$ cat src/rtl/mem_lsu.sv
// mem_lsu: MEM pipeline stage. Passes writeback info through and runs loads/stores on a req/ack bus.
// Optional MEM_ALIGN_CHECK_EN: misaligned half/word accesses are rejected with mem_err instead of issued.

module mem_lsu #(
  parameter int unsigned BUS_TIMEOUT = 255
) (
  input  logic        clk,
  input  logic        rst,
  input  logic [4:0]  mem_wd,
  input  logic        mem_wreg,
  input  logic [31:0] mem_wdata,
  input  logic        mem_whilo,
  input  logic [31:0] mem_hi,
  input  logic [31:0] mem_lo,
  input  logic [3:0]  mem_op,
  input  logic [31:0] mem_addr,
  input  logic [31:0] mem_sdata,
  input  logic        pipe_stall,
  output logic [4:0]  wb_wd,
  output logic        wb_wreg,
  output logic [31:0] wb_wdata,
  output logic        wb_whilo,
  output logic [31:0] wb_hi,
  output logic [31:0] wb_lo,
  output logic        stallreq,
  output logic        mem_err,
  output logic        bus_req,
  output logic        bus_we,
  output logic [31:0] bus_addr,
  output logic [3:0]  bus_sel,
  output logic [31:0] bus_wdata,
  input  logic [31:0] bus_rdata,
  input  logic        bus_ack,
  input  logic        bus_err
);

  typedef enum logic [1:0] {
    ST_IDLE = 2'd0,
    ST_BUSY = 2'd1,
    ST_DONE = 2'd2
  } state_t;

  typedef enum logic [1:0] {
    SZ_BYTE = 2'd0,
    SZ_HALF = 2'd1,
    SZ_WORD = 2'd2
  } size_t;

  localparam logic [7:0] TIMEOUT_C = 8'(BUS_TIMEOUT);

  state_t      state_r;
  logic [7:0]  cnt_r;
  logic [31:0] rdata_r;
  logic        err_r;

  logic        is_load_s;
  logic        is_store_s;
  logic        sext_s;
  size_t       size_s;
  logic        mem_acc_s;
  logic        misalign_s;
  logic        access_s;

  // Big-endian lane enables; half/word ignore the low address bits they do not use.
  function automatic logic [3:0] lane_sel_f(input size_t sz, input logic [1:0] a);
    logic [3:0] sel;
    case (sz)
      SZ_BYTE: sel = 4'b1000 >> a;
      SZ_HALF: sel = a[1] ? 4'b0011 : 4'b1100;
      SZ_WORD: sel = 4'b1111;
      default: sel = 4'b0000;
    endcase
    return sel;
  endfunction

  function automatic logic [31:0] store_data_f(input size_t sz, input logic [31:0] d);
    logic [31:0] r;
    case (sz)
      SZ_BYTE: r = {4{d[7:0]}};
      SZ_HALF: r = {2{d[15:0]}};
      SZ_WORD: r = d;
      default: r = 32'h0000_0000;
    endcase
    return r;
  endfunction

  function automatic logic [31:0] load_data_f(input size_t sz, input logic sext,
                                              input logic [1:0] a, input logic [31:0] d);
    logic [7:0]  b;
    logic [15:0] h;
    logic [31:0] r;
    case (a)
      2'd0:    b = d[31:24];
      2'd1:    b = d[23:16];
      2'd2:    b = d[15:8];
      default: b = d[7:0];
    endcase
    h = a[1] ? d[15:0] : d[31:16];
    case (sz)
      SZ_BYTE: r = {{24{sext & b[7]}}, b};
      SZ_HALF: r = {{16{sext & h[15]}}, h};
      SZ_WORD: r = d;
      default: r = 32'h0000_0000;
    endcase
    return r;
  endfunction

  // Decode the memory opcode into direction, access size and sign handling.
  always_comb begin
    is_load_s  = 1'b0;
    is_store_s = 1'b0;
    sext_s     = 1'b0;
    size_s     = SZ_BYTE;
    case (mem_op)
      4'd1: begin is_load_s  = 1'b1; sext_s = 1'b1; size_s = SZ_BYTE; end
      4'd2: begin is_load_s  = 1'b1;                size_s = SZ_BYTE; end
      4'd3: begin is_load_s  = 1'b1; sext_s = 1'b1; size_s = SZ_HALF; end
      4'd4: begin is_load_s  = 1'b1;                size_s = SZ_HALF; end
      4'd5: begin is_load_s  = 1'b1;                size_s = SZ_WORD; end
      4'd6: begin is_store_s = 1'b1;                size_s = SZ_BYTE; end
      4'd7: begin is_store_s = 1'b1;                size_s = SZ_HALF; end
      4'd8: begin is_store_s = 1'b1;                size_s = SZ_WORD; end
      default: begin
        is_load_s  = 1'b0;
        is_store_s = 1'b0;
      end
    endcase
  end

  assign mem_acc_s = is_load_s | is_store_s;

`ifdef MEM_ALIGN_CHECK_EN
  assign misalign_s = mem_acc_s &
                      (((size_s == SZ_HALF) & mem_addr[0]) |
                       ((size_s == SZ_WORD) & (mem_addr[1:0] != 2'b00)));
`else
  assign misalign_s = 1'b0;
`endif

  assign access_s = mem_acc_s & ~misalign_s;

  // Access sequencer: issue, wait for ack/err/timeout, then hold the result until MEM/WB advances.
  always_ff @(posedge clk) begin
    if (rst) begin
      state_r <= ST_IDLE;
      cnt_r   <= 8'd0;
      rdata_r <= 32'h0000_0000;
      err_r   <= 1'b0;
    end else begin
      case (state_r)
        ST_IDLE: begin
          if (access_s) begin
            state_r <= ST_BUSY;
            cnt_r   <= 8'd1;
            err_r   <= 1'b0;
          end
        end
        ST_BUSY: begin
          // An error wins over a simultaneous ack; an ack wins over a timeout in the same cycle.
          if (bus_err) begin
            err_r   <= 1'b1;
            state_r <= ST_DONE;
          end else if (bus_ack) begin
            rdata_r <= bus_rdata;
            err_r   <= 1'b0;
            state_r <= ST_DONE;
          end else if (cnt_r == TIMEOUT_C) begin
            err_r   <= 1'b1;
            state_r <= ST_DONE;
          end else begin
            cnt_r   <= cnt_r + 8'd1;
          end
        end
        ST_DONE: begin
          if (!pipe_stall) begin
            state_r <= ST_IDLE;
          end
        end
        default: state_r <= ST_IDLE;
      endcase
    end
  end

  // Output decode: zero-latency pass-through when idle, bus drive while accessing, result in DONE.
  always_comb begin
    wb_wd     = 5'd0;
    wb_wreg   = 1'b0;
    wb_wdata  = 32'h0000_0000;
    wb_whilo  = 1'b0;
    wb_hi     = 32'h0000_0000;
    wb_lo     = 32'h0000_0000;
    stallreq  = 1'b0;
    mem_err   = 1'b0;
    bus_req   = 1'b0;
    bus_we    = 1'b0;
    bus_addr  = 32'h0000_0000;
    bus_sel   = 4'b0000;
    bus_wdata = 32'h0000_0000;
    if (rst) begin
      bus_req = 1'b0;
    end else begin
      wb_wd    = mem_wd;
      wb_wdata = mem_wdata;
      wb_hi    = mem_hi;
      wb_lo    = mem_lo;
      case (state_r)
        ST_IDLE: begin
          if (access_s) begin
            stallreq = 1'b1;
            bus_req  = 1'b1;
          end else if (misalign_s) begin
            mem_err  = 1'b1;
          end else begin
            wb_wreg  = mem_wreg;
            wb_whilo = mem_whilo;
          end
        end
        ST_BUSY: begin
          stallreq = 1'b1;
          bus_req  = 1'b1;
        end
        ST_DONE: begin
          if (err_r) begin
            mem_err = 1'b1;
          end else if (is_load_s) begin
            wb_wdata = load_data_f(size_s, sext_s, mem_addr[1:0], rdata_r);
            wb_wreg  = mem_wreg;
            wb_whilo = mem_whilo;
          end else begin
            wb_whilo = mem_whilo;
          end
        end
        default: begin
          bus_req = 1'b0;
        end
      endcase
      if (bus_req) begin
        bus_we    = is_store_s;
        bus_addr  = {mem_addr[31:2], 2'b00};
        bus_sel   = lane_sel_f(size_s, mem_addr[1:0]);
        bus_wdata = is_store_s ? store_data_f(size_s, mem_sdata) : 32'h0000_0000;
      end else begin
        bus_we    = 1'b0;
      end
    end
  end

endmodule

$ cat config.mk
export PLATFORM = sky130hd
export DESIGN_NAME = mem_lsu
export DESIGN_NICKNAME = d
export VERILOG_FILES = /design/src/rtl/mem_lsu.sv
export SDC_FILE = /design/constraint.sdc
export NUM_CORES = 1
export LEC_CHECK = 0
export ABC_AREA = 1
export CAP_MARGIN = 20
export CORE_AREA = 2 2 149 151
export DETAILED_ROUTE_END_ITERATION = 7
export DIE_AREA = 0 0 151 153
export HOLD_SLACK_MARGIN = 0.05
export PLACE_DENSITY = 0.63
export SLEW_MARGIN = 25
export SYNTH_ARGS = -nofsm -noshare
export SYNTH_HDL_FRONTEND = slang
export SYNTH_SLANG_ARGS = --single-unit
$ cat constraint.sdc
create_clock -name clk -period 3 [get_ports clk]
set_input_delay 0.75 -clock clk [delete_from_list [all_inputs] [get_ports clk]]
set_output_delay 0.75 -clock clk [all_outputs]
set_load 0.01 [all_outputs]
# [After elaboration in Yosys (flattened, before gate mapping)]
# Index checks and enable logic that the tools add are counted.
[op_classes] add_sub_neg=1 mul=0 n_div=0 n_lt_le_gt_ge=0 n_eq_ne=21 n_shift=1 mux=63 bitwise=4 n_reduce_logical=13
[ops] cell="$mux W32" n=11
[ops] cell="$pmux W32 S3" n=2
[ops] cell="$mux W8" n=8
[ops] cell="$pmux W8 S3" n=1
[ops] cell="$mux W1" n=23
[ops] cell="$eq A4 B3 Y1 const B" n=4
[ops] cell="$mux W16" n=1
[ops] cell="$pmux W8 S2" n=1
[ops] cell="$mux W4" n=3
[ops] cell="$pmux W4 S3" n=1
[ops] cell="$mux W2" n=5
[ops] cell="$ne A2 B2 Y1 const B" n=5
[ops] cell="$reduce_and A3 Y1" n=3
[ops] cell="$add A8 B1 Y8 const B" n=1
[ops] cell="$eq A4 B2 Y1 const B" n=2
[ops] cell="$eq A8 B8 Y1 const B" n=1
[ops] cell="$pmux W1 S2" n=4
[ops] cell="$eq A2 B1 Y1 const B" n=3
[ops] cell="$eq A2 B2 Y1 const B" n=3
[ops] cell="$logic_not A2 Y1" n=3
[ops] cell="$pmux W2 S3" n=1
[ops] cell="$reduce_or A3 Y1" n=2
[ops] cell="$mux W5" n=1
[ops] cell="$reduce_and A5 Y1" n=1
[ops] cell="other kinds (11)" n=13
[word_totals] reg_bits=43 latchBits=0 ramBits=0 romBits=0 input_bits=208 output_inout_bits=175 word_cells=107 memories=0

# [Longest topological paths before layout]
[depth] ltp_word=13 depth_mapped=11

# [Least setup slack after synthesis]
# No wires, ideal clock.
[synth_timing] path_type="input -> output" from="input port mem_op[2]" to="output port bus_wdata[24]" arrival_ns=1.935 t_required_ns=2.250 setup_slack_ns=0.315 path_stages=11 path_buffers=1 path_cell_list="inv_1 > nor2_1 > nand2_1 > o21ai_2 > o21ai_4 > nand2_8 > nand2_8 > inv_6 > nand2_8 > buf_6 > nor2_1"
[synth_between] elab_chain_cells=9 word_cells_on_any_way=26 classes_between="eq/ne: 10; mux: 10; bitwise: 1; reduce/logical: 5"
[synth_rtl] element="from (decl)" line="15" rtl="input logic [3:0] mem_op,"
[synth_rtl] element="$eq A4 B3 Y1, or another cell as far along" line="114" rtl="case (mem_op)"
[synth_rtl] element="$reduce_or A5 Y1 (no source line) or $reduce_or A3 Y1 (tied branches)"
[synth_rtl] element="$mux W1" line="114"
[synth_rtl] element="$or A1 B1 Y1" line="130" rtl="assign mem_acc_s = is_load_s | is_store_s;"
[synth_rtl] element="$mux W1" line="208" rtl="if (access_s) begin"
[synth_rtl] element="$pmux W1 S2" line="206" rtl="case (state_r)"
[synth_rtl] element="$mux W1" line="199" rtl="if (rst) begin"
[synth_rtl] element="$mux W32 *" line="237" rtl="if (bus_req) begin"
[synth_rtl] element="$mux W32 *" line="199"
[synth_rtl] element="to (decl)" line="31" rtl="output logic [31:0] bus_wdata,"
# Mark *: on every way between the ends. The rest lies on a longest branch, timed or not. The select of a mux whose other input is x is not followed.

# [Worst setup path after layout]
[layout_timing] from="input port mem_op[2]" to="output port wb_wdata[2]"
[layout_between] elab_chain_cells=9 word_cells_on_any_way=20 classes_between="eq/ne: 9; mux: 7; reduce/logical: 4"
[layout_rtl] element="$eq A4 B3 Y1, or another cell as far along" line="114"
[layout_rtl] element="$reduce_or A3 Y1 (no source line) or $reduce_or A2 Y1 (tied branches)"
[layout_rtl] element="$pmux W2 S2" line="114"
[layout_rtl] element="$eq A2 B2 Y1, or another cell as far along" line="99" rtl="case (sz)"
[layout_rtl] element="$pmux W32 S3" line="99"
[layout_rtl] element="$mux W32 *" line="225" rtl="end else if (is_load_s) begin"
[layout_rtl] element="$mux W32 *" line="223" rtl="if (err_r) begin"
[layout_rtl] element="$mux W32 *" line="206"
[layout_rtl] element="$mux W32 *" line="199"
[layout_rtl] element="to (decl)" line="21" rtl="output logic [31:0] wb_wdata,"
# Mark *: on every way between the ends. The rest lies on a longest branch, timed or not.

==> results.ini <==
[grt]
overflow = 0
grt_pass1_wl_um = 39600
grt_max_degree = 62
antenna_found_initial = 0
grt.total_usage_pct = 22.0
grt_pass1_vias = 6732

[detailed_routing]
detail-route-antenna-nets = 0
route.detailed.drc = 0
avgViaCountPerCell = 4.45
wl_per_cell_um = 16.5
totalWireLength_um = 26700
drt-pass1-iter-count = 6
drt_iter0_drc = 591
via_count = 7184

[synth]
synth_compound_area_share_pct = 18.3
yosys.area_share.simple_pct = 43.3
synthXorXnorAreaFrac_pct = 0.736
async_reset_ff_share_pct = 0
synth_edf_count = 0
synth.distinct_cells = 35
synth_mux_area_share_pct = 0
synth_warnings = 0
synth.avg_cell_area_sq_um = 5.13
synth_top_family_by_area = simple AND/OR/NAND/NOR gates
syn_area_sq_mm = 0.00476
ys_seq_area_share_pct = 18.1
synthCells = 928
ys.flop_type = dfxtp_1
ys_seq_elements = 43
yosys.area_share.adder_pct = 0.263

[timing]
rsz0062_at_grt = yes
hold_viol = 0
fmaxAchievable_mhz = 337
worst_pin_slew_ps = 748
setup_ws_ps = 37.0
finalSetupViolCount = 0
post-route-period-util_pct = 98.8
relSlewSlack_pct = 50.1
period_minus_slack_ps = 2960
holdWs_ps = 490
finalClockSkew_ps = 4.30
slew_viol_final = 0
setup_tns_ps = 0

[layout]
fill_cells = 2329
fin_nets = 1541
syn_to_final_growth_pct = 100
final_core_util_pct = 44.4
drive_gt1_share_pct = 16.6
n_antenna_cell = 0

[cts]
cts.sink_count = 43
clock-root-buffer = clkbuf_16
clk_pin_slew_worst_paths_ps = 70
numCtsBuffers = 5
holdBufCountCts = 0
cts_tree = built
htree_levels = 2
clk_latency_ps = 290
max-clock-path-buffers = 2

[place]
dp_slack_ps = -862
hpwl_um = 21400
port_buffers = 380
place.gp.congestion = 0.871

[setup_path]
criticalPathCategory = in -> out
max_stage_delay_ps = 170
start_kind = input port
worstPathArrival_ps = 2210
worstPathRequired_ps = 2250
critPathSlowestCell = o21ai_4
cp_common_cell = buf_6
setup.worst_path.end_class = output pin
crit_path_max_fanout = 7
cp_cell_sequence = buf_8 -> inv_6 -> buf_6 -> nand2_4 -> o21ai_4 -> nand2_2 -> nor2_4 -> buf_12 -> buf_6 -> buf_6 -> nand3b_1 -> nand2_1 -> inv_1 -> buf_2

[power]
fin_total_pwr_mw = 2.35
p_leak_nw = 4.54
ir_worst_vdd_uv = 262
powerDensity_mw_per_mm2 = 247

[hold_path]
hold_path_class = reg -> reg

[floorplan]
rows = 54
fp.coreArea_sq_mm = 0.0215
start_util_pct = 22.2
die_w_um = 151
die_h_um = 153
die_area_sq_mm = 0.0231
ios = 383

[flow_run]
drv_cap = 0

[run_status]
status = finished, final reports clean

[metal layers]
metal,GRT usage (%),share of wire (%),vias up
met3,4.96,9.4,23
li1,-,-,3634
met5,0,0,-
met4,2.80,1.3,0
met2,35.6,45,319
met1,30.7,44,3208
[cell type report]
type	count	area, sq um	area share, %
clock buffers	6	139	1.46
clock inverters	2	16.3	0.171
inverters	168	647	6.79
multi-input cells	662	3190	33.5
flip-flops and latches	43	861	9.03
well taps	280	350	3.68
repair buffers	452	4320	45.4
[path summary, 6_finish.rpt]
kind	slack [ps]	endpoint	startpoint	depth (start not counted)
worst min register to register	490	rdata_r[3]	rdata_r[3]	2
worst max register to register	1100	rdata_r[11]	state_r[0]	7
worst min-delay path	490	rdata_r[3]	rdata_r[3]	2
worst max-delay path	40	wb_wdata[2]	mem_op[2]	14
[what timing repair did]
item,4_1_cts,5_1_grt
resized for setup,343,37
pin swaps,28,21
setup buffers,10,1
cloned,3,0
endpoints found under the setup margin,103,99
[sequential cells by signal, summed over array words and instances, names as in the netlist]
register and flops:
cnt_r 8, rdata_r 32, err_r 1, state_r 2
[per-stage QoR]
stage,instance area [sq um],cells
floorplan,4770,929
global placement,9200,1595
detailed placement,9200,1595
CTS,9540,1615
global route,9530,1613
finish,9530,1613
[worst max-delay path: cells and delay by family]
kind                   cells  cell delay [ps]
AND/OR/NAND/NOR            5              490
AO/OA/AOI/OAI              1              170
buffers and inverters      8              770
[cell usage in the layout (no fill, tap or decap), types with 4 or more instances in the layout]
cell / instances
clkdlybuf4s50_1: 270
nor2_1: 234
nand2_1: 158
inv_1: 156
o21ai_0: 65
a21oi_1: 51
buf_4: 49
dfxtp_1: 43
dlygate4sd2_1: 36
buf_2: 34
nand3_1: 32
buf_6: 18
a21oi_2: 17
clkdlybuf4s15_2: 16
clkdlybuf4s15_1: 16
nor2_2: 15
o211ai_1: 15
nand2_2: 14
nand4_1: 8
inv_2: 7
nor2_4: 7
o21ai_1: 7
nand3b_1: 7
buf_12: 7
clkbuf_16: 5
nor3_1: 4
nand2_4: 4
nand3_2: 4
[kinds of logic after synthesis]
| group | count (synthesis) |
|---|---|
| adders and majority gates | 1 |
| buffers and inverters | 225 |
| DFF | 43 |
| xor gates and xnor gates | 4 |
| other | 1 |
| AOI/OAI and AO/OA | 163 |
| and+or+nand+nor | 491 |
[power by group]
group          internal [mW]  leakage (nW)  switching (mW)
Clock                  0.334        0.0731           0.252
Combinational          0.592          4.11           0.556
Sequential             0.593         0.349          0.0232
[cell usage after synthesis (2+ instances only)]
master,n,area share [%]
clkbuf_1,27,2.1
nand3b_1,7,1.1
xnor2_1,2,0.37
nand2_2,5,0.66
dfxtp_1,43,18
nand3_1,35,3.7
inv_2,3,0.24
nand2_8,3,1.3
inv_1,163,13
a31oi_1,3,0.39
o21ai_0,74,7.8
nor2_1,244,19
nor2_4,4,0.95
nor3_1,4,0.42
buf_6,2,0.47
o211ai_1,15,2.4
nand2_1,170,13
buf_1,4,0.32
buf_2,14,1.5
nor2_2,8,1.1
xor2_1,2,0.37
a21oi_1,68,7.1
nand4_1,8,1.1
buf_4,9,1.4
No activity file was read; power rests on OpenSTA's default activity.
